===== src/rtl/fc_layer_param_if.sv =====
// fc_layer_param_if
//   Streaming bus for the fully-connected layer block.
//   Input side:  load_w, s_valid, data_in (word source -> layer), s_ready back.
//   Output side: m_valid, data_out (layer -> sink), m_ready back.
//   slave  modport: the layer's view.
//   master modport: the source/sink driving the layer.
interface fc_layer_param_if #(
  parameter int T = 16
);
  logic         load_w;
  logic         s_valid;
  logic         s_ready;
  logic [T-1:0] data_in;
  logic         m_valid;
  logic         m_ready;
  logic [T-1:0] data_out;

  modport slave (
    input  load_w,
    input  s_valid,
    input  data_in,
    input  m_ready,
    output s_ready,
    output m_valid,
    output data_out
  );

  modport master (
    output load_w,
    output s_valid,
    output data_in,
    output m_ready,
    input  s_ready,
    input  m_valid,
    input  data_out
  );
endinterface


===== src/rtl/fc_layer_param.sv =====
// fc_layer_param
//   Fully-connected layer y = sat(W*x + b), optional ReLU, computed P rows at a
//   time with one column per cycle. Coefficients (W row-major, then b) are
//   loaded with load_w=1; an inference streams N x words and returns M results
//   in row order.
// Ports:
//   clk   - sole clock, rising edge
//   reset - asynchronous, active-low
//   bus   - fc_layer_param_if.slave (load_w, s_valid/s_ready/data_in,
//           m_valid/m_ready/data_out)
module fc_layer_param #(
  parameter int M    = 8,
  parameter int N    = 6,
  parameter int T    = 16,
  parameter int P    = 2,
  parameter int RELU = 1
) (
  input  logic              clk,
  input  logic              reset,
  fc_layer_param_if.slave   bus
);

  localparam int AW = 2 * T + $clog2(N) + 1;
  localparam int W2 = 2 * T;
  localparam int RW = (M > 1) ? $clog2(M) : 1;
  localparam int CW = (N > 1) ? $clog2(N) : 1;
  localparam int KW = (P > 1) ? $clog2(P) : 1;

  localparam logic [RW-1:0] ROW_LAST = RW'(M - 1);
  localparam logic [RW-1:0] GRP_LAST = RW'(M - P);
  localparam logic [RW-1:0] ROW_STEP = RW'(P);
  localparam logic [CW-1:0] COL_LAST = CW'(N - 1);
  localparam logic [KW-1:0] K_LAST   = KW'(P - 1);

  // Output range expressed at accumulator width for the saturation compare.
  localparam logic signed [AW-1:0] ACC_MAX = {{(AW-T+1){1'b0}}, {(T-1){1'b1}}};
  localparam logic signed [AW-1:0] ACC_MIN = {{(AW-T+1){1'b1}}, {(T-1){1'b0}}};

  generate
    if ((P < 1) || ((M % P) != 0)) begin : g_bad_p
      $error("fc_layer_param: M must be a multiple of P");
    end
  endgenerate

  typedef enum logic [2:0] {
    IDLE   = 3'd0,
    LOAD_W = 3'd1,
    LOAD_B = 3'd2,
    LOAD_X = 3'd3,
    MAC    = 3'd4,
    OUT    = 3'd5
  } state_t;

  state_t r_state;
  state_t w_state_nxt;

  logic                r_s_ready;
  logic                r_m_valid;
  logic [T-1:0]        r_data_out;
  logic [RW-1:0]       r_row;      // load row, or first row of the active group
  logic [CW-1:0]       r_col;      // load column / MAC column
  logic [KW-1:0]       r_k;        // output buffer read index

  logic signed [T-1:0]  r_w    [M][N];
  logic signed [T-1:0]  r_b    [M];
  logic signed [T-1:0]  r_x    [N];
  logic signed [AW-1:0] r_acc  [P];
  logic signed [T-1:0]  r_obuf [P];

  logic                 w_in_xfer;
  logic                 w_out_xfer;
  logic                 w_col_last;
  logic                 w_b_last;
  logic                 w_w_last;
  logic                 w_k_last;
  logic                 w_grp_last;
  logic                 w_wr_w;
  logic                 w_wr_b;
  logic                 w_wr_x;
  logic [RW-1:0]        w_pre_base;
  logic signed [AW-1:0] w_fin [P];
  logic signed [AW-1:0] w_pre [P];

  // Saturate an accumulator to T bits, then clamp negatives when RELU is set.
  function automatic logic signed [T-1:0] sat_relu(input logic signed [AW-1:0] a);
    logic signed [T-1:0] v;
    v = (a > ACC_MAX) ? ACC_MAX[T-1:0] :
        (a < ACC_MIN) ? ACC_MIN[T-1:0] : a[T-1:0];
    return ((RELU != 0) && v[T-1]) ? {T{1'b0}} : v;
  endfunction

  assign w_in_xfer  = bus.s_valid & r_s_ready;
  assign w_out_xfer = r_m_valid & bus.m_ready;
  assign w_col_last = (r_col == COL_LAST);
  assign w_b_last   = (r_row == ROW_LAST);
  assign w_w_last   = w_b_last & w_col_last;
  assign w_k_last   = (r_k == K_LAST);
  assign w_grp_last = (r_row == GRP_LAST);

  // Bias preload targets group 0 after the x load, else the group after r_row.
  assign w_pre_base = (r_state == OUT) ? (r_row + ROW_STEP) : {RW{1'b0}};

  generate
    for (genvar k = 0; k < P; k++) begin : g_lane
      logic [RW-1:0]       w_row;
      logic [RW-1:0]       w_pre_row;
      logic signed [W2-1:0] w_prod;
      assign w_row     = r_row + RW'(k);
      assign w_pre_row = w_pre_base + RW'(k);
      assign w_prod    = W2'(r_x[r_col]) * W2'(r_w[w_row][r_col]);
      assign w_fin[k]  = r_acc[k] + {{(AW-W2){w_prod[W2-1]}}, w_prod};
      assign w_pre[k]  = {{(AW-T){r_b[w_pre_row][T-1]}}, r_b[w_pre_row]};
    end
  endgenerate

  // Next-state logic and per-cycle write strobes.
  always_comb begin
    w_state_nxt = r_state;
    w_wr_w      = 1'b0;
    w_wr_b      = 1'b0;
    w_wr_x      = 1'b0;
    case (r_state)
      IDLE: begin
        if (w_in_xfer) begin
          if (bus.load_w) begin
            w_wr_w      = 1'b1;
            w_state_nxt = w_w_last ? LOAD_B : LOAD_W;
          end else begin
            w_wr_x      = 1'b1;
            w_state_nxt = w_col_last ? MAC : LOAD_X;
          end
        end else begin
          w_state_nxt = IDLE;
        end
      end
      LOAD_W: begin
        w_wr_w      = w_in_xfer;
        w_state_nxt = (w_in_xfer && w_w_last) ? LOAD_B : LOAD_W;
      end
      LOAD_B: begin
        w_wr_b      = w_in_xfer;
        w_state_nxt = (w_in_xfer && w_b_last) ? IDLE : LOAD_B;
      end
      LOAD_X: begin
        w_wr_x      = w_in_xfer;
        w_state_nxt = (w_in_xfer && w_col_last) ? MAC : LOAD_X;
      end
      MAC: begin
        w_state_nxt = w_col_last ? OUT : MAC;
      end
      OUT: begin
        if (w_out_xfer && w_k_last) begin
          w_state_nxt = w_grp_last ? IDLE : MAC;
        end else begin
          w_state_nxt = OUT;
        end
      end
      default: begin
        w_state_nxt = IDLE;
      end
    endcase
  end

  // State register; s_ready is registered from the state being entered.
  always_ff @(posedge clk or negedge reset) begin
    if (!reset) begin
      r_state   <= IDLE;
      r_s_ready <= 1'b0;
    end else begin
      r_state   <= w_state_nxt;
      r_s_ready <= (w_state_nxt == IDLE)   || (w_state_nxt == LOAD_W) ||
                   (w_state_nxt == LOAD_B) || (w_state_nxt == LOAD_X);
    end
  end

  // Coefficient/x storage, counters, accumulators and output register.
  always_ff @(posedge clk or negedge reset) begin
    if (!reset) begin
      r_row      <= {RW{1'b0}};
      r_col      <= {CW{1'b0}};
      r_k        <= {KW{1'b0}};
      r_m_valid  <= 1'b0;
      r_data_out <= {T{1'b0}};
      for (int r = 0; r < M; r++) begin
        r_b[r] <= {T{1'b0}};
        for (int c = 0; c < N; c++) begin
          r_w[r][c] <= {T{1'b0}};
        end
      end
      for (int c = 0; c < N; c++) begin
        r_x[c] <= {T{1'b0}};
      end
      for (int k = 0; k < P; k++) begin
        r_acc[k]  <= {AW{1'b0}};
        r_obuf[k] <= {T{1'b0}};
      end
    end else if (w_wr_w) begin
      r_w[r_row][r_col] <= bus.data_in;
      if (w_col_last) begin
        r_col <= {CW{1'b0}};
        r_row <= w_b_last ? {RW{1'b0}} : (r_row + RW'(1));
      end else begin
        r_col <= r_col + CW'(1);
      end
    end else if (w_wr_b) begin
      r_b[r_row] <= bus.data_in;
      r_row      <= w_b_last ? {RW{1'b0}} : (r_row + RW'(1));
    end else if (w_wr_x) begin
      r_x[r_col] <= bus.data_in;
      if (w_col_last) begin
        // Last x word: preload group 0 biases so MAC starts next cycle.
        r_col <= {CW{1'b0}};
        for (int k = 0; k < P; k++) begin
          r_acc[k] <= w_pre[k];
        end
      end else begin
        r_col <= r_col + CW'(1);
      end
    end else if (r_state == MAC) begin
      for (int k = 0; k < P; k++) begin
        r_acc[k] <= w_fin[k];
      end
      if (w_col_last) begin
        // Final column: results go straight to the buffer, entry 0 to the port.
        r_col      <= {CW{1'b0}};
        r_k        <= {KW{1'b0}};
        r_m_valid  <= 1'b1;
        r_data_out <= sat_relu(w_fin[0]);
        for (int k = 0; k < P; k++) begin
          r_obuf[k] <= sat_relu(w_fin[k]);
        end
      end else begin
        r_col <= r_col + CW'(1);
      end
    end else if ((r_state == OUT) && w_out_xfer) begin
      if (w_k_last) begin
        r_m_valid <= 1'b0;
        r_k       <= {KW{1'b0}};
        if (w_grp_last) begin
          r_row <= {RW{1'b0}};
        end else begin
          r_row <= r_row + ROW_STEP;
          for (int k = 0; k < P; k++) begin
            r_acc[k] <= w_pre[k];
          end
        end
      end else begin
        r_k        <= r_k + KW'(1);
        r_data_out <= r_obuf[r_k + KW'(1)];
      end
    end
  end

  assign bus.s_ready  = r_s_ready;
  assign bus.m_valid  = r_m_valid;
  assign bus.data_out = r_data_out;

endmodule


===== src/flat_wrapper.sv =====
// flat-port wrapper written by rule: the top's interface ports become plain ports
module fc_layer_param_flat 
#(
  parameter int M    = 8,
  parameter int N    = 6,
  parameter int T    = 16,
  parameter int P    = 2,
  parameter int RELU = 1
)
  (clk, reset, bus_load_w, bus_s_valid, bus_data_in, bus_m_ready, bus_s_ready, bus_m_valid, bus_data_out);
  fc_layer_param_if #(.T(T)) bus_i ();
  input  logic clk;
  input  logic reset;
  input wire logic [$bits(bus_i.load_w)-1:0] bus_load_w;
  input wire logic [$bits(bus_i.s_valid)-1:0] bus_s_valid;
  input wire logic [$bits(bus_i.data_in)-1:0] bus_data_in;
  input wire logic [$bits(bus_i.m_ready)-1:0] bus_m_ready;
  output wire logic [$bits(bus_i.s_ready)-1:0] bus_s_ready;
  output wire logic [$bits(bus_i.m_valid)-1:0] bus_m_valid;
  output wire logic [$bits(bus_i.data_out)-1:0] bus_data_out;
  assign bus_i.load_w = bus_load_w;
  assign bus_i.s_valid = bus_s_valid;
  assign bus_i.data_in = bus_data_in;
  assign bus_i.m_ready = bus_m_ready;
  assign bus_s_ready = bus_i.s_ready;
  assign bus_m_valid = bus_i.m_valid;
  assign bus_data_out = bus_i.data_out;
  fc_layer_param #(.M(M), .N(N), .T(T), .P(P), .RELU(RELU)) u_core (.clk(clk), .reset(reset), .bus(bus_i));
endmodule

===== config.mk =====
export PLATFORM = sky130hd
export DESIGN_NAME = fc_layer_param_flat
export DESIGN_NICKNAME = d
export VERILOG_FILES = /design/src/rtl/fc_layer_param_if.sv /design/src/rtl/fc_layer_param.sv /design/src/flat_wrapper.sv
export SDC_FILE = /design/constraint.sdc
export NUM_CORES = 2
export LEC_CHECK = 0
export ABC_CLOCK_PERIOD_IN_PS = 14500
export BUFFER_PORTS_ARGS = -buffer_cell sky130_fd_sc_hd__clkbuf_2
export CAP_MARGIN = 20
export CORE_AREA = 10 10 412 514
export CTS_CLUSTER_SIZE = 40
export DETAILED_ROUTE_END_ITERATION = 12
export DIE_AREA = 0 0 422 524
export GPL_TIMING_DRIVEN = 0
export SLEW_MARGIN = 20
export SYNTH_ARGS = -nofsm -noshare
export SYNTH_HDL_FRONTEND = slang
export SYNTH_SLANG_ARGS = --single-unit

===== constraint.sdc =====
create_clock -name clk -period 14.5 [get_ports clk]
set_input_delay 2.175 -clock clk [delete_from_list [all_inputs] [get_ports clk]]
set_output_delay 2.175 -clock clk [all_outputs]
set_load 0.1 [all_outputs]

==> results.toml <==
[finish]
final_cells = 9635
seqCellArea_um2 = 27700
final_util_pct = 44.6
fillerInstances = 18400
area_growth_pct = 11.7
layout.nets = 7624
multi_input_area_um2 = 48900
drive_gt1_share_pct = 30.0

[floorplan]
coreArea_um2 = 201000
die_y_um = 524
die-area_um2 = 221000
die_w_um = 422
ioPinCount = 39
start_util_pct = 39.9
rows = 184

[synthesis]
syn_inst = 6638
synth_area_leaders = "dfrtp_1 (35%), mux4_2 (15%), mux2_2 (14%)"
synth-edff-count = 0
avgSynthCellArea_um2 = 12.1
netlist_area_um2 = 80200
synth_cell_type_count = 89
yosys.area_share.xor_xnor_pct = 1.41
synth_top_area_share_pct = 34.5
yosysTopAreaCell = "dfrtp_1"
synth.area.mux_share_pct = 29.8
synth-simple-area-share_pct = 6.83
synthAdderAreaFrac_pct = 16.9
synthesis.nets = 7428
ys_warn_count = 0
synth_top_family_by_area = "multiplexers"
synth_top_cells_by_count = "dfrtp_1 (1106), mux2_2 (997), inv_1 (635)"
ys_seq_elements = 1106
synth-compound-area-share_pct = 5.37
synth.most_common_cell = "dfrtp_1"
async_flop_share_pct = 100
synth_ff_type = "dfrtp_1"
ys_seq_area_share_pct = 34.5

[clocking]
cts_num_sinks = 1106
clock_path_buffers = 3
numCtsBuffers = 121
cts-htree-levels = 3
cts_hold_buf = 0
clk_latency_ns = 0.80
clk_pin_slew_ns = 0.06
cts_tree = "done"
cts_root_buffer = "clkbuf_16"

[sta]
final.setup.worst_slack_ns = 0.460
finalCritPeriodShare_pct = 96.8
fin_worst_skew_ns = 0.0616
slew_headroom_pct = 17.4
worst_pin_slew_ns = 1.24
setup_tns_ns = 0
timing.fmax_mhz = 71.2
period_minus_slack_ns = 14.04
slew_viol_final = 0
grt_setup_unrepaired = "false"
hold_viol = 0
setup-violations-final = 0

[setup_path]
slowest_delay_ns = 0.58
critPathMaxFanout = 19
worst-setup-path-type = "reg -> reg"
cp_data_arrival_time_ns = 14.72
timing.rr.start = "u_core.r_row[0]$_DFFE_PN0P_"
required_ns = 15.18
path_common_cell = "fa_1"
cp_slowest_cell = "mux4_2"
end_kind = "flop"
startpoint = "u_core.r_row[0]$_DFFE_PN0P_"
critPathLaunchType = "flop"

[route]
routedWlPerCell_um = 30.1
avgViaCountPerCell = 6.04
remaining_drc_errors = 0
totalWireLength_um = 290000
firstDrtPassIters = 6
drtAntennaViolNets = 0
vias = 58200
drtIter0Drc = 5964

[global_route]
grt_pass1_wl_um = 422000
grt_pass1_vias = 60700
grt_max_degree = 94
track_usage_pct = 25.8
antenna_found_initial = 9
grt.overflow.total = 0

[placed_design]
place_inst = 9403
place_ws_ns = -5.39
dpl.hpwl_um = 216000
numPortBuffers = 37
gp_congestion = 0.944

[outcome]
status = "finished clean"

[hold_path]
hold_start = "u_core.r_acc[70]$_DFFE_PN0P_"
hp-class = "reg -> reg"

[flow_run]
maxCapViolCount = 0
## through the flow
stage | area [um^2] | hold WS (ns)
2_1_floorplan | 80200 | 0.443
3_3_place_gp | 83800 | 0.459
3_5_place_dp | 84500 | 0.463
4_1_cts | 89300 | 0.478
5_1_grt | 89600 | 0.511
6_report | 89600 | 0.473
## state kept, by name, indices dropped and copies added (netlist names), 3 cells and up
signal,cells
u_core.r_state,3
u_core.r_acc,72
u_core.r_row,3
u_core.r_w,768
u_core.bus.data_out,15
u_core.r_obuf,15
u_core.r_b,128
u_core.r_x,96
u_core.r_col,3
## per-layer routing
| layer | GRT usage, % | routed length [um] | share of wire (%) |
|---|---|---|---|
| met5 | 0 | 32 | 0.011 |
| met4 | 16.6 | 22800 | 7.9 |
| met3 | 4.32 | 20400 | 7.0 |
| met2 | 43.6 | 140000 | 48 |
| met1 | 30.5 | 107000 | 37 |
## worst paths after layout
kind | end | slack (ns) | cells after the start
max in group asynchronous | u_core.r_w[668]$_DFFE_PN0P_ | 10.80 | 5
min in group asynchronous | u_core.r_acc[27]$_DFFE_PN0P_ | 1.38 | 1
max | u_core.r_obuf[10]$_DFFE_PN0P_ | 0.46 | 49
min reg2reg | u_core.r_acc[70]$_DFFE_PN0P_ | 0.47 | 2
min | u_core.r_acc[70]$_DFFE_PN0P_ | 0.47 | 2
max reg2reg | u_core.r_obuf[10]$_DFFE_PN0P_ | 0.46 | 49
## kinds of logic (layout without fill, tap and decap cells)
family                   Yosys count  count (layout)
AO/OA/AOI/OAI                    673             673
XOR/XNOR                         128             128
adder cells (fa/ha/maj)          769             769
buffers and inverters           1097            1393
flip-flops                      1106            1106
multiplexers                    1617            1617
other                              1               5
AND/OR/NAND/NOR                 1247            1247
## cells in the final DEF, fill, tap and decap left out, types with 67 or more instances in the layout
cell,instances
a21oi_1,162
clkbuf_16,121
o21ai_0,150
clkbuf_2,113
inv_1,632
mux2_2,997
xnor2_1,86
ha_1,240
nor2_1,435
nand3_1,109
clkbuf_1,313
dfrtp_1,1105
a21o_1,67
mux4_2,518
mux2i_1,88
fa_1,526
nand2_1,451
## area by class of cell
cell class	instances	area share, %
Clock inverter	54	0.909
Clock buffer	169	3.84
Sequential cell	1106	30.9
Multi-Input combinational cell	4435	54.6
Buffer	454	2.36
Tap cell	2697	3.77
Inverter	637	2.68
Antenna cell	4	0.0112
Timing Repair Buffer	79	0.948
## worst max-delay path: cells and delay by family (launching register included)
kind / cells / cell delay [ns]
XOR/XNOR: 1 / 0.19
adder cells (fa/ha/maj): 9 / 3.80
buffers and inverters: 15 / 2.97
multiplexers: 3 / 1.46
AND/OR/NAND/NOR: 8 / 1.65
AO/OA/AOI/OAI: 13 / 3.40
flip-flops: 1 / 0.38
## timing repair
item | CTS | global route
gates resized for setup | 137 | 121
setup buffers | 7 | 4
setup endpoints to repair | 59 | 31
pin swaps | 5 | 9
Power is left out: the tool's default activity adds up to more than one toggle a clock period on the data nets, which glitch-free logic cannot reach.
